**src/rtl/zilla_iter_divider_pkg.sv**
```systemverilog
// Shared definitions for the iterative RV32M divider: op encodings, FSM states and counter width.
package zilla_iter_divider_pkg;

  localparam int unsigned CNT_W = 6;

  typedef enum logic [1:0] {
    OP_DIV  = 2'b00,
    OP_DIVU = 2'b01,
    OP_REM  = 2'b10,
    OP_REMU = 2'b11
  } div_op_e;

  typedef enum logic [1:0] {
    ST_IDLE,
    ST_CALC,
    ST_FIX,
    ST_DONE
  } div_state_e;

endpackage

```
**src/rtl/zilla_iter_divider_if.sv**
```systemverilog
// Request/response bundle between EX issue logic and the iterative divider.
interface zilla_iter_divider_if #(
  parameter int unsigned XLEN           = 32,
  parameter int unsigned GPR_ADDR_WIDTH = 5
);
  logic                      div_start_i;
  logic [1:0]                div_op_i;
  logic [XLEN-1:0]           dividend_i;
  logic [XLEN-1:0]           divisor_i;
  logic [GPR_ADDR_WIDTH-1:0] rd_i;
  logic [XLEN-1:0]           result_o;
  logic [GPR_ADDR_WIDTH-1:0] rd_o;
  logic                      div_valid_o;
  logic                      rem_valid_o;
  logic                      div_busy_o;
  logic                      rem_busy_o;

  modport master (
    output div_start_i, div_op_i, dividend_i, divisor_i, rd_i,
    input  result_o, rd_o, div_valid_o, rem_valid_o, div_busy_o, rem_busy_o
  );

  modport slave (
    input  div_start_i, div_op_i, dividend_i, divisor_i, rd_i,
    output result_o, rd_o, div_valid_o, rem_valid_o, div_busy_o, rem_busy_o
  );
endinterface

```
**src/rtl/zilla_iter_divider_step.sv**
```systemverilog
// One restoring-division step: shift in the next dividend bit, subtract the divisor if it fits.
module zilla_iter_divider_step #(
  parameter int unsigned XLEN = 32
) (
  input  logic [XLEN:0]   rem_i,
  input  logic            dvd_msb_i,
  input  logic [XLEN-1:0] dvs_i,
  output logic [XLEN:0]   rem_o,
  output logic            q_bit_o
);
  logic [XLEN+1:0] trial;

  always_comb begin
    trial   = {rem_i, dvd_msb_i};
    q_bit_o = (trial >= {2'b00, dvs_i});
    rem_o   = q_bit_o ? (XLEN+1)'(trial - {2'b00, dvs_i}) : (XLEN+1)'(trial);
  end
endmodule

```
**src/rtl/zilla_iter_divider.sv**
```systemverilog
// Iterative DIV/DIVU/REM/REMU unit, one quotient bit per cycle on unsigned magnitudes.
// Build option: ZILLA_DIV_EARLY_OUT_EN lets trivial operands skip the iteration.
module zilla_iter_divider
  import zilla_iter_divider_pkg::*;
#(
  parameter int unsigned XLEN           = 32,
  parameter int unsigned GPR_ADDR_WIDTH = 5
) (
  input logic                 zilla_div_clk,
  input logic                 zilla_div_rst,
  input logic                 wdt_reset_i,
  zilla_iter_divider_if.slave div_if
);
  div_state_e                state_q, state_d;
  div_op_e                   op_in;
  logic [CNT_W-1:0]          cnt_q;
  logic [XLEN-1:0]           dq_q, dvs_q, result_q;
  logic [XLEN:0]             rem_q, step_rem;
  logic                      step_q, is_rem_q, q_neg_q, r_neg_q;
  logic [GPR_ADDR_WIDTH-1:0] rd_q;
  logic                      signed_op, is_rem_in, dvd_neg, dvs_neg, early_out;
  logic [XLEN-1:0]           abs_dvd, abs_dvs;
`ifdef ZILLA_DIV_EARLY_OUT_EN
  logic                      dvs_zero, ovf, small;
`endif

  always_comb begin
    op_in     = div_op_e'(div_if.div_op_i);
    signed_op = (op_in == OP_DIV) || (op_in == OP_REM);
    is_rem_in = (op_in == OP_REM) || (op_in == OP_REMU);
    dvd_neg   = signed_op & div_if.dividend_i[XLEN-1];
    dvs_neg   = signed_op & div_if.divisor_i[XLEN-1];
    abs_dvd   = dvd_neg ? -div_if.dividend_i : div_if.dividend_i;
    abs_dvs   = dvs_neg ? -div_if.divisor_i : div_if.divisor_i;
`ifdef ZILLA_DIV_EARLY_OUT_EN
    dvs_zero  = (div_if.divisor_i == '0);
    ovf       = signed_op && (div_if.dividend_i == {1'b1, {(XLEN-1){1'b0}}}) && (div_if.divisor_i == '1);
    small     = (abs_dvd < abs_dvs);
    early_out = dvs_zero || ovf || small;
`else
    early_out = 1'b0;
`endif
  end

  zilla_iter_divider_step #(.XLEN(XLEN)) u_step (
    .rem_i     (rem_q),
    .dvd_msb_i (dq_q[XLEN-1]),
    .dvs_i     (dvs_q),
    .rem_o     (step_rem),
    .q_bit_o   (step_q)
  );

  always_ff @(posedge zilla_div_clk or posedge zilla_div_rst) begin
    if (zilla_div_rst)    state_q <= ST_IDLE;
    else if (wdt_reset_i) state_q <= ST_IDLE;
    else                  state_q <= state_d;
  end

  always_comb begin
    state_d            = state_q;
    div_if.div_busy_o  = 1'b0;
    div_if.rem_busy_o  = 1'b0;
    div_if.div_valid_o = 1'b0;
    div_if.rem_valid_o = 1'b0;
    case (state_q)
      ST_IDLE: if (div_if.div_start_i) state_d = early_out ? ST_FIX : ST_CALC;
      ST_CALC: begin
        div_if.div_busy_o = ~is_rem_q;
        div_if.rem_busy_o = is_rem_q;
        if (cnt_q == CNT_W'(XLEN - 1)) state_d = ST_FIX;
      end
      ST_FIX: begin
        div_if.div_busy_o = ~is_rem_q;
        div_if.rem_busy_o = is_rem_q;
        state_d           = ST_DONE;
      end
      ST_DONE: begin
        div_if.div_valid_o = ~is_rem_q;
        div_if.rem_valid_o = is_rem_q;
        state_d            = ST_IDLE;
      end
      default: state_d = ST_IDLE;
    endcase
  end

  // dq_q holds the dividend magnitude and fills with quotient bits as it shifts out.
  always_ff @(posedge zilla_div_clk or posedge zilla_div_rst) begin
    if (zilla_div_rst) begin
      cnt_q    <= '0;
      dq_q     <= '0;
      dvs_q    <= '0;
      rem_q    <= '0;
      result_q <= '0;
      rd_q     <= '0;
      is_rem_q <= 1'b0;
      q_neg_q  <= 1'b0;
      r_neg_q  <= 1'b0;
    end else if (wdt_reset_i) begin
      cnt_q    <= '0;
      result_q <= '0;
      rd_q     <= '0;
      is_rem_q <= 1'b0;
    end else begin
      case (state_q)
        ST_IDLE: if (div_if.div_start_i) begin
          is_rem_q <= is_rem_in;
          rd_q     <= div_if.rd_i;
          dvs_q    <= abs_dvs;
          // zero divisor keeps the quotient positive so it stays all-ones
          q_neg_q  <= (dvd_neg ^ dvs_neg) && (div_if.divisor_i != '0);
          r_neg_q  <= dvd_neg;
          cnt_q    <= '0;
          dq_q     <= abs_dvd;
          rem_q    <= '0;
`ifdef ZILLA_DIV_EARLY_OUT_EN
          if (dvs_zero) begin
            dq_q  <= '1;
            rem_q <= {1'b0, abs_dvd};
          end else if (ovf) begin
            dq_q  <= abs_dvd;
            rem_q <= '0;
          end else if (small) begin
            dq_q  <= '0;
            rem_q <= {1'b0, abs_dvd};
          end
`endif
        end
        ST_CALC: begin
          dq_q  <= {dq_q[XLEN-2:0], step_q};
          rem_q <= step_rem;
          cnt_q <= (cnt_q == CNT_W'(XLEN - 1)) ? '0 : cnt_q + 1'b1;
        end
        ST_FIX: begin
          if (is_rem_q) result_q <= XLEN'(r_neg_q ? -rem_q : rem_q);
          else          result_q <= q_neg_q ? -dq_q : dq_q;
        end
        default: ;
      endcase
    end
  end

  assign div_if.result_o = result_q;
  assign div_if.rd_o     = rd_q;
endmodule

```
**src/flat_wrapper.sv**
```systemverilog
// flat-port wrapper written by rule: the top's interface ports become plain ports
module zilla_iter_divider_flat import zilla_iter_divider_pkg::*;
#(
  parameter int unsigned XLEN           = 32,
  parameter int unsigned GPR_ADDR_WIDTH = 5
)
  (zilla_div_clk, zilla_div_rst, wdt_reset_i, div_if_div_start_i, div_if_div_op_i, div_if_dividend_i, div_if_divisor_i, div_if_rd_i, div_if_result_o, div_if_rd_o, div_if_div_valid_o, div_if_rem_valid_o, div_if_div_busy_o, div_if_rem_busy_o);
  zilla_iter_divider_if #(.XLEN(XLEN), .GPR_ADDR_WIDTH(GPR_ADDR_WIDTH)) div_if_i ();
  input logic zilla_div_clk;
  input logic zilla_div_rst;
  input logic wdt_reset_i;
  input wire logic [$bits(div_if_i.div_start_i)-1:0] div_if_div_start_i;
  input wire logic [$bits(div_if_i.div_op_i)-1:0] div_if_div_op_i;
  input wire logic [$bits(div_if_i.dividend_i)-1:0] div_if_dividend_i;
  input wire logic [$bits(div_if_i.divisor_i)-1:0] div_if_divisor_i;
  input wire logic [$bits(div_if_i.rd_i)-1:0] div_if_rd_i;
  output wire logic [$bits(div_if_i.result_o)-1:0] div_if_result_o;
  output wire logic [$bits(div_if_i.rd_o)-1:0] div_if_rd_o;
  output wire logic [$bits(div_if_i.div_valid_o)-1:0] div_if_div_valid_o;
  output wire logic [$bits(div_if_i.rem_valid_o)-1:0] div_if_rem_valid_o;
  output wire logic [$bits(div_if_i.div_busy_o)-1:0] div_if_div_busy_o;
  output wire logic [$bits(div_if_i.rem_busy_o)-1:0] div_if_rem_busy_o;
  assign div_if_i.div_start_i = div_if_div_start_i;
  assign div_if_i.div_op_i = div_if_div_op_i;
  assign div_if_i.dividend_i = div_if_dividend_i;
  assign div_if_i.divisor_i = div_if_divisor_i;
  assign div_if_i.rd_i = div_if_rd_i;
  assign div_if_result_o = div_if_i.result_o;
  assign div_if_rd_o = div_if_i.rd_o;
  assign div_if_div_valid_o = div_if_i.div_valid_o;
  assign div_if_rem_valid_o = div_if_i.rem_valid_o;
  assign div_if_div_busy_o = div_if_i.div_busy_o;
  assign div_if_rem_busy_o = div_if_i.rem_busy_o;
  zilla_iter_divider #(.XLEN(XLEN), .GPR_ADDR_WIDTH(GPR_ADDR_WIDTH)) u_core (.zilla_div_clk(zilla_div_clk), .zilla_div_rst(zilla_div_rst), .wdt_reset_i(wdt_reset_i), .div_if(div_if_i));
endmodule
```
**config.mk**
```make
export PLATFORM = sky130hd
export DESIGN_NAME = zilla_iter_divider_flat
export DESIGN_NICKNAME = d
export VERILOG_FILES = /design/src/rtl/zilla_iter_divider_pkg.sv /design/src/rtl/zilla_iter_divider_if.sv /design/src/rtl/zilla_iter_divider_step.sv /design/src/rtl/zilla_iter_divider.sv /design/src/flat_wrapper.sv
export SDC_FILE = /design/constraint.sdc
export NUM_CORES = 1
export LEC_CHECK = 0
export CAP_MARGIN = 30
export CORE_ASPECT_RATIO = 0.6
export CORE_UTILIZATION = 58
export DETAILED_ROUTE_END_ITERATION = 8
export PLACE_DENSITY = 0.81
export SETUP_SLACK_MARGIN = 0.5
export SLEW_MARGIN = 20
export SYNTH_ARGS = -nofsm -noshare
export SYNTH_HDL_FRONTEND = slang
export SYNTH_HIERARCHICAL = 1
export SYNTH_SLANG_ARGS = --single-unit
```
**constraint.sdc**
```tcl
create_clock -name zilla_div_clk -period 6.94 [get_ports zilla_div_clk]
set_input_delay 2.082 -clock zilla_div_clk [delete_from_list [all_inputs] [get_ports zilla_div_clk]]
set_output_delay 2.082 -clock zilla_div_clk [all_outputs]
set_load 0.05 [all_outputs]
```
==> metrics, run 1 <==
PnR worst setup slack=2.68 ns; CTS Root Cell=clkbuf_16; area occupied by multi-input gates=6940 µm²; cts hold-fix bufs=0; wl on met1=15000 µm; ys flop type=dfrtp_1; row cnt=38; HPWL after DPL=between 20000 and 25000 µm; DRC violations left=0; max-slew violations=0; ranking of synthesized cells by area=dfrtp_1, xnor2_1, xor2_1; dpl ws=2.31 ns; Syn. warnings=6; CP arrival=roughly 2.2 ns; P_leak=5.52 nW; total global routing overflow=0; register area share after synthesis=roughly 33%; CP Launch Type=register; cell area after synthesis=11100 µm²; core area=18400 µm²; vias in the first global route=9703; Register Area=3630 µm²; final worst path period need=approximately 4.3 ns; H-tree depth=4; cts bufs inserted=17; layout cell share with drive strength beyond 1=between 6 and 7%; Worst-Skew Late Latency=between 0.4 and 0.5 ns; DR WL/cell=19.0 µm; initial antenna violation count=0; post-CTS setup buffer count=0; metal3 WL=between 2000 and 3000 µm; Setup Viol. Count Final=0; Die Area=between 15000 and 20000 µm²; Initial Util=60.4%; CP max FO=5; VDD IR max=0.281 mV; TritonCTS clock tree=yes; port bufs=115; Post-synth ARST share=100%; met2 wire len=13400 µm; final hold vios=0; Hold Slack=approximately 0.48 ns; Top Layer Used=met4; RSZ-0062 raised after global routing=false; Avg Synthesized Cell Area=8.30 µm²; drt pass-1 iters=6; Post-synth EDFFs=0; power per cell area=between 400 and 500 nW/µm²; fill count=approximately 1.4k; first-pass GRT wire length=50600 µm; Post-Syn Nets=1455; Final Skew=0.0101 ns; Distinct cells, synth=between 70 and 80; Synth Instances=1338; GPL Wtd Cong=0.909; CP Data Required Time=4.86 ns; clk slew on worst S/H paths=approximately 0.07 ns; post-CTS sizing=0; Slew headroom=between 40% and 50%; Final Util=between 70% and 80%; max frequency=0.235 GHz; die extent in y=109 µm; max_cap viols=0; Worst Tran Pin Value=0.793 ns; gr usage total=32.5%; run status=complete, no violations; vias post-DR=between 10k and 15k; # IOs=about 120; Die Span X=roughly 180 µm; drt first-iter violations=approximately 1.1k; CTS max path bufs=2; final WL=31600 µm; Final Cycle Share=61.4%; remaining antenna violation count=0; CP Class=reg2out; top cell type's share of synthesized area=roughly a third; drt via density=6.33; Synth area leader=dfrtp_1; nets=about 1.5k; Tot Pwr=6.25 mW; synthesis-to-finish area growth=17.9%; largest net degree at the start of global routing=56; clock sink count=145; register bit total from synthesis=145; Antenna Diode Count=0; setup TNS=0 ns; CP Capture Type=output pin; Hold WC Path Type=reg2reg
==> report_power, final <==
group          switching, mW  internal [mW]
logic                   2.29           1.41
registers              0.384           1.14
clock network          0.380          0.649
==> critical path: stages, from the launching register on <==
cell,delay [ns]
dfrtp_1,0.41
inv_1,0.09
ha_1,0.32
nor2b_1,0.13
clkdlybuf4s50_1,0.80
==> stage by stage <==
| step | cell area [µm²] | cells |
|---|---|---|
| after global routing | 13100 | 1667 |
| after CTS | 13100 | 1665 |
| after floorplan | 11100 | 1338 |
| after detailed placement | 12400 | 1633 |
| after global placement | 12400 | 1631 |
| final | 13100 | 1667 |
==> sequential cells by signal (all words and copies together), names as in the netlist <==
register                flops
u_core/rem_q               33
u_core/div_if.result_o     32
u_core/dq_q                32
u_core/dvs_q               32
u_core/cnt_q                6
u_core/div_if.rd_o          5
u_core/state_q              2
u_core/is_rem_q             1
u_core/q_neg_q              1
u_core/r_neg_q              1
==> placed cells by master (no fill, tap or decap), drive strengths merged, types with 10 or more instances in the layout <==
cell	synthesis	routed
a21o	11	11
a21oi	107	107
a22o	32	32
a22oi	12	12
a31oi	11	11
buf	14	16
clkbuf	60	19
clkdlybuf4s50	0	115
dfrtp	145	145
ha	41	41
inv	67	67
mux2i	20	20
nand2	140	140
nand2b	25	25
nand3	25	25
nor2	97	97
nor2b	14	14
nor3	21	21
nor4	18	18
o211ai	10	10
o21ai	139	139
o31ai	36	36
o41ai	23	23
or2	10	10
or3	21	21
xnor2	75	75
xor2	65	65
==> synth_stat cells (all sizes together), types with 12 or more instances <==
cell / count
dfrtp: 145
xnor2: 75
a22o: 32
a21oi: 107
nand2: 140
clkbuf: 60
nand3: 25
o21ai: 139
inv: 67
buf: 14
nor2b: 14
nor3: 21
mux2i: 20
or3: 21
o31ai: 36
nor2: 97
nand2b: 25
nor4: 18
xor2: 65
ha: 41
a22oi: 12
o41ai: 23
==> routing by layer <==
layer	global-route usage (%)	vias up
met3	7.45	36
met4	9.04	0
met2	47.6	463
met1	47.7	5099
met5	0	-
li1	-	4954
==> logic make-up after synthesis <==
group	synth area share (%)
compound gates	25.4
fa+ha+maj	4.80
mux	2.11
flops	32.7
xor+xnor	11.0
simple gates	19.1
buf+inv	4.91
==> layout make-up <==
cell class	instances	share of cell area (%)
Clock buffer	19	3.38
Clock inverter	13	1.61
Inverter	67	1.96
Multi-Input combinational cell	1052	53.0
Sequential cell	145	27.7
Tap cell	240	2.29
Timing Repair Buffer	131	10.1
==> path summary, 6_finish.rpt <==
path                                          startpoint                      endpoint  slack [ns]  cells after the start
max                        u_core/state_q[0]$_DFFE_PP0P_             div_if_div_busy_o        2.68                      4
max reg2reg                  u_core/dq_q[31]$_DFFE_PP0P_  u_core/rem_q[32]$_DFFE_PP0P_        2.94                     15
min in group asynchronous                  zilla_div_rst   u_core/rem_q[5]$_DFFE_PP0P_        2.10                      2
min                         u_core/dvs_q[22]$_DFFE_PP0P_  u_core/dvs_q[22]$_DFFE_PP0P_        0.48                      2
max in group asynchronous                  zilla_div_rst  u_core/dvs_q[30]$_DFFE_PP0P_        3.94                      3
min reg2reg                 u_core/dvs_q[22]$_DFFE_PP0P_  u_core/dvs_q[22]$_DFFE_PP0P_        0.48                      2
Power figures use the tool's default switching activity.
==> run 2, diff against run 1 <==
clock period = 4.1 ns   (was 6.94 ns; I/O delays follow)
==> metrics, run 2 (synthesis results as in run 1) <==
Setup Viol. Count Final=0 (unchanged); Biggest register=u_core/rem_q; CTS max path bufs=2 (unchanged); P_leak=5.51 nW (about the same); placed instance area=12500 µm² (+0.80%); commonest cells after routing, fill and taps aside=dfrtp_1, nand2_1, clkdlybuf4s50_1; initial antenna violation count=0 (unchanged); total global routing overflow=0 (unchanged); Worst Path Buf+Inv=2 (unchanged); CP max FO=5 (unchanged); Antenna Diode Count=0 (unchanged); Initial Util=60.4% (unchanged); largest net degree at the start of global routing=64 (+14%); worst-path cell with the longest stage delay=clkdlybuf4s50_1; setup TNS=0 ns (unchanged); max FFs per register=33 (unchanged); TritonCTS clock tree=yes; finished layout cell area=13100 µm² (+0.19%); Die Area=19700 µm² (unchanged); drt pass-1 iters=6 (unchanged); clock sink count=145 (unchanged); drt first-iter violations=1217 (+13%); Final Util=71.3% (+0.14 points); CP arrival=2.28 ns (+0.10 ns); CP Data Required Time=2.87 ns (-1.99 ns); DRC violations left=0 (unchanged); RSZ-0062 raised after global routing=false; CP cell instances=inv_1, ha_1, nor2b_1, clkdlybuf4s50_1; VDD IR max=0.451 mV (+60%); run status=complete, no violations; CP Class=reg2out; cts hold-fix bufs=0 (unchanged); max_cap viols=0 (unchanged); max frequency=0.285 GHz; power per cell area=790 nW/µm² (+65%); # IOs=116 (unchanged); Die Span X=181 µm (unchanged); DR WL/cell=18.2 µm (-4.0%); die extent in y=109 µm (unchanged); first-pass GRT wire length=49400 µm (-2.5%); row cnt=38 (unchanged); nets=1542 (+0.72%); Hold WC Path Type=reg2reg; Largest stage delay, worst path=0.81 ns (about the same); Slew headroom=50.1% (+3.5 points); fill count=1431 (-0.69%); Final Cycle Share=a little under nine tenths; HPWL after DPL=22600 µm (-2.0%); most common cell after layout, fill and taps aside=dfrtp_1; delay-heaviest family, CP=buffers and inverters; port bufs=115 (unchanged); Tot Pwr=10.4 mW (+66%); final hold vios=0 (unchanged); drt via density=6.32 (-0.10%); CP Capture Type=output pin; Worst-Skew Late Latency=0.43 ns (about the same); Final Skew=0.0106 ns (+0.000460 ns); Worst Tran Pin Value=0.745 ns (-0.0477 ns); vias in the first global route=9535 (-1.7%); CTS Root Cell=clkbuf_16; core area=18400 µm² (unchanged); CP Launch Type=register; max-slew violations=0 (unchanged); final WL=30600 µm (-3.3%); Hold Slack=0.482 ns (-0.0000990 ns); final worst path period need=3.51 ns; H-tree depth=4 (unchanged); layout cell share with drive strength beyond 1=7.30% (+0.64 points); gr usage total=31.7% (-0.79 points); vias post-DR=10.6k (+0.56%); cts bufs inserted=17 (unchanged); synthesis-to-finish area growth=18.1%; GPL Wtd Cong=0.939 (+3.4%); clk slew on worst S/H paths=0.06 ns (about the same); remaining antenna violation count=0 (unchanged)
run 2: changes by cell type in the layout (fill, tap and decap cells not counted), sizes merged:
cell      before  now
a31oi         11   12
bufinv         5    2
clkbuf        19   23
inv           67   66
buf           16   26
clkinv         6    2
clkinvlp       2    6
run 2: metal layers:
metal | vias to the layer above | part of all wire, % | routed length [µm] | track usage, %
met4 | 0 | 1.1 | 324 | 7.39
met3 | 36 | 8.3 | 2540 | 5.85
met1 | 5099 | 48 | 14700 | 48.4
li1 | 4993 | - | - | -
met5 | - | 0 | 0 | 0
met2 | 483 | 42 | 13000 | 45.9
run 2: path summary, 6_finish.rpt:
kind | startpoint | endpoint | slack, ns | cells past startpoint
worst max-delay path | u_core/state_q[0]$_DFFE_PP0P_ | div_if_div_busy_o | 0.59 | 4
worst min register to register | u_core/dvs_q[2]$_DFFE_PP0P_ | u_core/dvs_q[2]$_DFFE_PP0P_ | 0.48 | 2
worst max register to register | u_core/dq_q[31]$_DFFE_PP0P_ | u_core/rem_q[32]$_DFFE_PP0P_ | 0.62 | 13
max in group asynchronous | zilla_div_rst | u_core/dvs_q[25]$_DFFE_PP0P_ | 2.19 | 3
min in group asynchronous | zilla_div_rst | u_core/cnt_q[3]$_DFFE_PP0P_ | 1.20 | 2
worst min-delay path | u_core/dvs_q[2]$_DFFE_PP0P_ | u_core/dvs_q[2]$_DFFE_PP0P_ | 0.48 | 2
run 2: layout make-up:
type	instances	area, µm²	area share [%]
multi-input cells	1053	6960	53.1
flip-flops and latches	145	3630	27.7
repair buffers	141	1400	10.6
clock buffers	23	468	3.57
well taps	240	300	2.29
inverters	67	255	1.95
clock inverters	9	108	0.820
run 2: power breakdown:
part / switching (mW) / internal (mW) / total [mW]
clock network: 0.621 / 0.925 / 1.55
logic: 3.79 / 2.40 / 6.18
registers: 0.705 / 1.93 / 2.63
run 2: metrics by stage:
step,setup slack (ns),std cells
3_3_place_gp,0.451,1644
6_report,0.588,1678
5_1_grt,0.505,1678
3_5_place_dp,0.300,1644
4_1_cts,0.583,1676
2_1_floorplan,1.05,1338
run 2: repair_timing:
action,in CTS,in global routing
buffers inserted,0,1
gates resized for setup,0,2
endpoints found under the setup margin,0,25
run 2: worst reg2reg max path, cell delays in order (launching register included):
cell and delay (ns):
dfrtp_2 0.49, inv_1 0.09, ha_1 0.16, inv_1 0.05, fa_1 0.42, a211oi_2 0.28, o211a_1 0.27, nor2_1 0.12
a21o_1 0.17, a311o_1 0.35, a311oi_2 0.34, o21ai_1 0.12, mux2_1 0.31, a22o_1 0.19
==> patch 1, RTL diff (config.mk and constraints of run 1) <==
`GPR_ADDR_WIDTH` is set to 5 in 3 places; all go to 6.
--- a/src/rtl/zilla_iter_divider_if.sv
+++ b/src/rtl/zilla_iter_divider_if.sv
@@ -1,7 +1,7 @@
 // Request/response bundle between EX issue logic and the iterative divider.
 interface zilla_iter_divider_if #(
   parameter int unsigned XLEN           = 32,
-  parameter int unsigned GPR_ADDR_WIDTH = 5
+  parameter int unsigned GPR_ADDR_WIDTH = 6
 );
   logic                      div_start_i;
   logic [1:0]                div_op_i;
--- a/src/rtl/zilla_iter_divider.sv
+++ b/src/rtl/zilla_iter_divider.sv
@@ -4,7 +4,7 @@
   import zilla_iter_divider_pkg::*;
 #(
   parameter int unsigned XLEN           = 32,
-  parameter int unsigned GPR_ADDR_WIDTH = 5
+  parameter int unsigned GPR_ADDR_WIDTH = 6
 ) (
   input logic                 zilla_div_clk,
   input logic                 zilla_div_rst,
--- a/src/flat_wrapper.sv
+++ b/src/flat_wrapper.sv
@@ -2,7 +2,7 @@
 module zilla_iter_divider_flat import zilla_iter_divider_pkg::*;
 #(
   parameter int unsigned XLEN           = 32,
-  parameter int unsigned GPR_ADDR_WIDTH = 5
+  parameter int unsigned GPR_ADDR_WIDTH = 6
 )
   (zilla_div_clk, zilla_div_rst, wdt_reset_i, div_if_div_start_i, div_if_div_op_i, div_if_dividend_i, div_if_divisor_i, div_if_rd_i, div_if_result_o, div_if_rd_o, div_if_div_valid_o, div_if_rem_valid_o, div_if_div_busy_o, div_if_rem_busy_o);
   zilla_iter_divider_if #(.XLEN(XLEN), .GPR_ADDR_WIDTH(GPR_ADDR_WIDTH)) div_if_i ();
Ports: changed (resized div_if_rd_i and div_if_rd_o); port bits go from 116 to 118. The function was not compared with the original's and may differ.
==> patch 1 against run 1 <==
The run now ends with design-rule violations left. Non-clock buffer count up 5. Routed wire length down 0.86%. Register-to-register slack about the same. Total power up 9.4%. Sequential share of layout area up 0.37 points. Sequential cell count up 1. Synthesized cell count about the same. Design area down 0.63%. Setup slack worse by 120 ps. Die area down 1.1%. Fmax down 2.7%. Area after synthesis down 1.1%. Critical path depth up 3. Largest power group unchanged.
==> patch 1: results (changes against run 1) <==
\begin{tabular}{lr}
\hline
Metric & Value \\
\hline
\multicolumn{2}{l}{\textbf{Setup path}} \\
Critical path's largest stage delay & 630 ps (was 800 ps) \\
CP Max Fanout & 4 (was 5) \\
Slowest-stage cell, CP & sky130\_fd\_sc\_hd\_\_or4\_1 (was sky130\_fd\_sc\_hd\_\_clkdlybuf4s50\_1) \\
Critical path data arrival time & 4690 ps (was 2180 ps) \\
Crit-path leading delay family & simple AND/OR/NAND/NOR gates (was buffers and inverters) \\
\multicolumn{2}{l}{\textbf{Placement}} \\
Placement Setup Slack & 2180 ps (was 2310 ps) \\
Final Wtd Congestion & 0.944 (was 0.909) \\
\multicolumn{2}{l}{\textbf{Drt}} \\
Routed WL & 31400 um (was 31600 um) \\
Via count of the routed design & 10600 (about the same) \\
Met2 WL & 13500 um (was 13400 um) \\
Pre-Repair DR Iteration Count & 8 (was 6) \\
Routed met1 length & 14700 um (was 15000 um) \\
Number of design rule violations left after detail routing & 7 (was 0) \\
Routed length on met3 & 2760 um (was 2810 um) \\
\multicolumn{2}{l}{\textbf{GRT}} \\
Maximum number of pins on one net before global-route repair & 106 (was 56) \\
Number of global-route vias before repair & 9684 (was 9703) \\
First-pass GRT wire length & 49800 um (was 50600 um) \\
GRT Util Overall & 32.4\% (was 32.5\%) \\
\multicolumn{2}{l}{\textbf{STA}} \\
Final worst clock skew & 8.89 ps (was 10.1 ps) \\
Relative slew margins & 24.7\% (was 46.6\%) \\
\multicolumn{2}{l}{\textbf{Power}} \\
Leakage & 5.51 nW (was 5.52 nW) \\
Comb power & 0.00419 W (was 0.00370 W) \\
\multicolumn{2}{l}{\textbf{Outcome}} \\
Violated checks & design-rule violations \\
Outcome & complete, but fails checks (was finished, final reports clean) \\
\multicolumn{2}{l}{\textbf{Synthesis}} \\
Net count after synthesis & 1457 (was 1455) \\
Top cells by area in the synthesized netlist & sky130\_fd\_sc\_hd\_\_dfrtp\_1, sky130\_fd\_sc\_hd\_\_xnor2\_1, sky130\_fd\_sc\_hd\_\_o21ai\_0 (was sky130\_fd\_sc\_hd\_\_dfrtp\_1, sky130\_fd\_sc\_hd\_\_xnor2\_1, sky130\_fd\_sc\_hd\_\_xor2\_1) \\
Unique masters post-synth & 72 (was 79) \\
Post-Syn Instances & 1339 (was 1338) \\
\multicolumn{2}{l}{\textbf{Cells and area}} \\
Proportion of layout cells with a drive suffix above 1 & 5.44\% (was 6.66\%) \\
\hline
\end{tabular}
[patch 1: routing by layer]
layer / track usage, % / vias up
met3: 6.64 / 33
met2: 49.3 / 482
met4: 7.88 / 0
met5: 0.750 / -
li1: - / 4965
met1: 47.2 / 5136
[patch 1: through the flow]
stage,power (W),hold WS (ps)
6_report,0.00684,482
5_1_grt,0.00728,507
4_1_cts,0.00673,484
3_5_place_dp,0.00566,470
3_3_place_gp,0.00554,465
2_1_floorplan,0.00466,450
[patch 1: worst paths after layout]
| path | startpoint | endpoint | slack (ps) | cells past startpoint |
|---|---|---|---|---|
| setup / recovery | div_if_divisor_i[8] | u_core/dvs_q[18] | 2560 | 7 |
| hold / removal | u_core/dvs_q[13] | u_core/dvs_q[13] | 480 | 2 |
| setup reg to reg | u_core/dq_q[31] | u_core/rem_q[31] | 2940 | 15 |
| hold reg to reg | u_core/dvs_q[13] | u_core/dvs_q[13] | 480 | 2 |
| max in group asynchronous | zilla_div_rst | u_core/div_if.result_o[28] | 3640 | 4 |
| min in group asynchronous | zilla_div_rst | u_core/cnt_q[3] | 1990 | 2 |
[patch 1: kinds of logic (layout without fill, tap and decap cells)]
logic type	count (synthesis)	count (layout)	synth area share, %
flops	146	146	33.3
xor+xnor	140	140	11.2
buf+inv	138	234	4.84
fa+ha+maj	42	42	4.85
mux	27	27	2.48
simple gates	423	423	18.8
compound gates	423	423	24.6
[patch 1: worst min-delay path, delay by kind of cell (launching register included)]
family           cells  cell delay (ps)
flip-flops           1              340
AO/OA/AOI/OAI        1               60
AND/OR/NAND/NOR      1               50
[patch 1: cell type report]
type	count	area (um^2)
tap	240	300
fill	1450	5300
clock buffer	23	478
clock inverter	9	176
timing repair buffer	136	1350
sequential	146	3650
multi-input combinational	1055	6800
inverter	66	253
==> patch 2, RTL diff (config.mk and constraints of run 1) <==
Without the edit above. Reset style: synchronous (`zilla_div_rst`), changed in 2 clocked blocks.
--- a/src/rtl/zilla_iter_divider.sv
+++ b/src/rtl/zilla_iter_divider.sv
@@ -50,7 +50,7 @@
     .q_bit_o   (step_q)
   );
 
-  always_ff @(posedge zilla_div_clk or posedge zilla_div_rst) begin
+  always_ff @(posedge zilla_div_clk) begin
     if (zilla_div_rst)    state_q <= ST_IDLE;
     else if (wdt_reset_i) state_q <= ST_IDLE;
     else                  state_q <= state_d;
@@ -84,7 +84,7 @@
   end
 
   // dq_q holds the dividend magnitude and fills with quotient bits as it shifts out.
-  always_ff @(posedge zilla_div_clk or posedge zilla_div_rst) begin
+  always_ff @(posedge zilla_div_clk) begin
     if (zilla_div_rst) begin
       cnt_q    <= '0;
       dq_q     <= '0;
Check against the original RTL: differs if zilla_div_rst is asserted again (counterexample within 4 cycles, from zero or initial values and one cycle with zilla_div_rst high); with zilla_div_rst held inactive, the same outputs for 10 cycles.
==> patch 2 against run 1 <==
Fmax fell by 9.1%. Sequential cell count is the same. Design area is 4.2% lower. Register-to-register slack got worse by 60 ps. Setup slack got worse by 430 ps. Area after synthesis is 4.0% lower. Routed wire length about the same. Final cell count increased by 5.5%.
Power is not compared: it rests on default switching activity, and its combinational part moved more than twofold at a synthesized area within 25%.
==> patch 2: results (changes against run 1) <==
\begin{tabular}{lr}
\hline
Metric & Value \\
\hline
\multicolumn{2}{l}{\textbf{Outcome}} \\
Outcome & finished, final reports clean (unchanged) \\
\multicolumn{2}{l}{\textbf{Cells and area}} \\
Multi-input combinational cell count & 1144 (was 1052) \\
Inverters & 72 (was 67) \\
Number of nets in the final layout & 1629 (was 1531) \\
Buffers excl. clock & 132 (was 131) \\
\multicolumn{2}{l}{\textbf{Setup path}} \\
Critical Path End & u\_core/dvs\_q[27] (was div\_if\_div\_busy\_o) \\
Worst setup startpoint & div\_if\_divisor\_i[14] (was u\_core/state\_q[0]) \\
CP Max Fanout & 7 (was 5) \\
Crit path kind & in -> reg (was reg -> out) \\
End of the worst register-to-register path & u\_core/rem\_q[31] (was u\_core/rem\_q[32]) \\
Crit-path leading delay family & simple AND/OR/NAND/NOR gates (was buffers and inverters) \\
Worst R2R Setup Slack & 2880 ps (was 2940 ps) \\
\multicolumn{2}{l}{\textbf{Synthesis}} \\
Post-synth ARST share & 0\% (was 100\%) \\
Unique masters post-synth & 76 (was 79) \\
Multiplexer area fraction after synthesis & 1.54\% (was 2.11\%) \\
Top cells by area in the synthesized netlist & sky130\_fd\_sc\_hd\_\_dfxtp\_1, sky130\_fd\_sc\_hd\_\_xnor2\_1, sky130\_fd\_sc\_hd\_\_a21oi\_1 (was sky130\_fd\_sc\_hd\_\_dfrtp\_1, sky130\_fd\_sc\_hd\_\_xnor2\_1, sky130\_fd\_sc\_hd\_\_xor2\_1) \\
Sequential element share of the synthesized area & 27.2\% (was 32.7\%) \\
Most used standard cells in the synthesized netlist & sky130\_fd\_sc\_hd\_\_nand2\_1, sky130\_fd\_sc\_hd\_\_a21oi\_1, sky130\_fd\_sc\_hd\_\_dfxtp\_1, sky130\_fd\_sc\_hd\_\_nor2\_1, sky130\_fd\_sc\_hd\_\_xnor2\_1 (was sky130\_fd\_sc\_hd\_\_dfrtp\_1, sky130\_fd\_sc\_hd\_\_nand2\_1, sky130\_fd\_sc\_hd\_\_o21ai\_0, sky130\_fd\_sc\_hd\_\_a21oi\_1, sky130\_fd\_sc\_hd\_\_nor2\_1) \\
\multicolumn{2}{l}{\textbf{Drt}} \\
Iter 0 DRT Violations & 1345 (was 1074) \\
Avg Vias per Cell & 6.27 (was 6.33) \\
Routed length on met3 & 3460 um (was 2810 um) \\
Met2 WL & 13000 um (was 13400 um) \\
Via count of the routed design & 11000 (was 10600) \\
\multicolumn{2}{l}{\textbf{GRT}} \\
First-pass GRT wire length & 50300 um (was 50600 um) \\
\multicolumn{2}{l}{\textbf{Placement}} \\
Final Wtd Congestion & 0.989 (was 0.909) \\
Cell total after placement & 1727 (was 1633) \\
Area of placed instances & 11900 um\^{}2 (was 12400 um\^{}2) \\
\multicolumn{2}{l}{\textbf{STA}} \\
Final critical-path setup slack & 2250 ps (was 2680 ps) \\
Final worst clock skew & 10.7 ps (was 10.1 ps) \\
\hline
\end{tabular}
## patch 2: changes by cell type after synthesis, sizes merged, moves of 26 or more
cell | run 1 | this run
a211oi | 6 | 32
a21oi | 107 | 152
a22o | 32 | 2
dfrtp | 145 | 0
dfxtp | 0 | 145
nand2 | 140 | 176
nand3 | 25 | 65
o21ai | 139 | 88
## patch 2: worst min path at each step
stage | to | cells after the start | startpoint | slack (ps)
finish | u_core/dvs_q[20] | 2 | u_core/dvs_q[20] | 460
global route | u_core/div_if.rd_o[1] | 2 | u_core/div_if.rd_o[1] | 480
CTS | u_core/dvs_q[20] | 2 | u_core/dvs_q[20] | 460
detailed placement | u_core/dvs_q[20] | 2 | u_core/dvs_q[20] | 450
global placement | u_core/q_neg_q | 2 | u_core/q_neg_q | 440
floorplan | u_core/dvs_q[28] | 2 | u_core/dvs_q[28] | 430
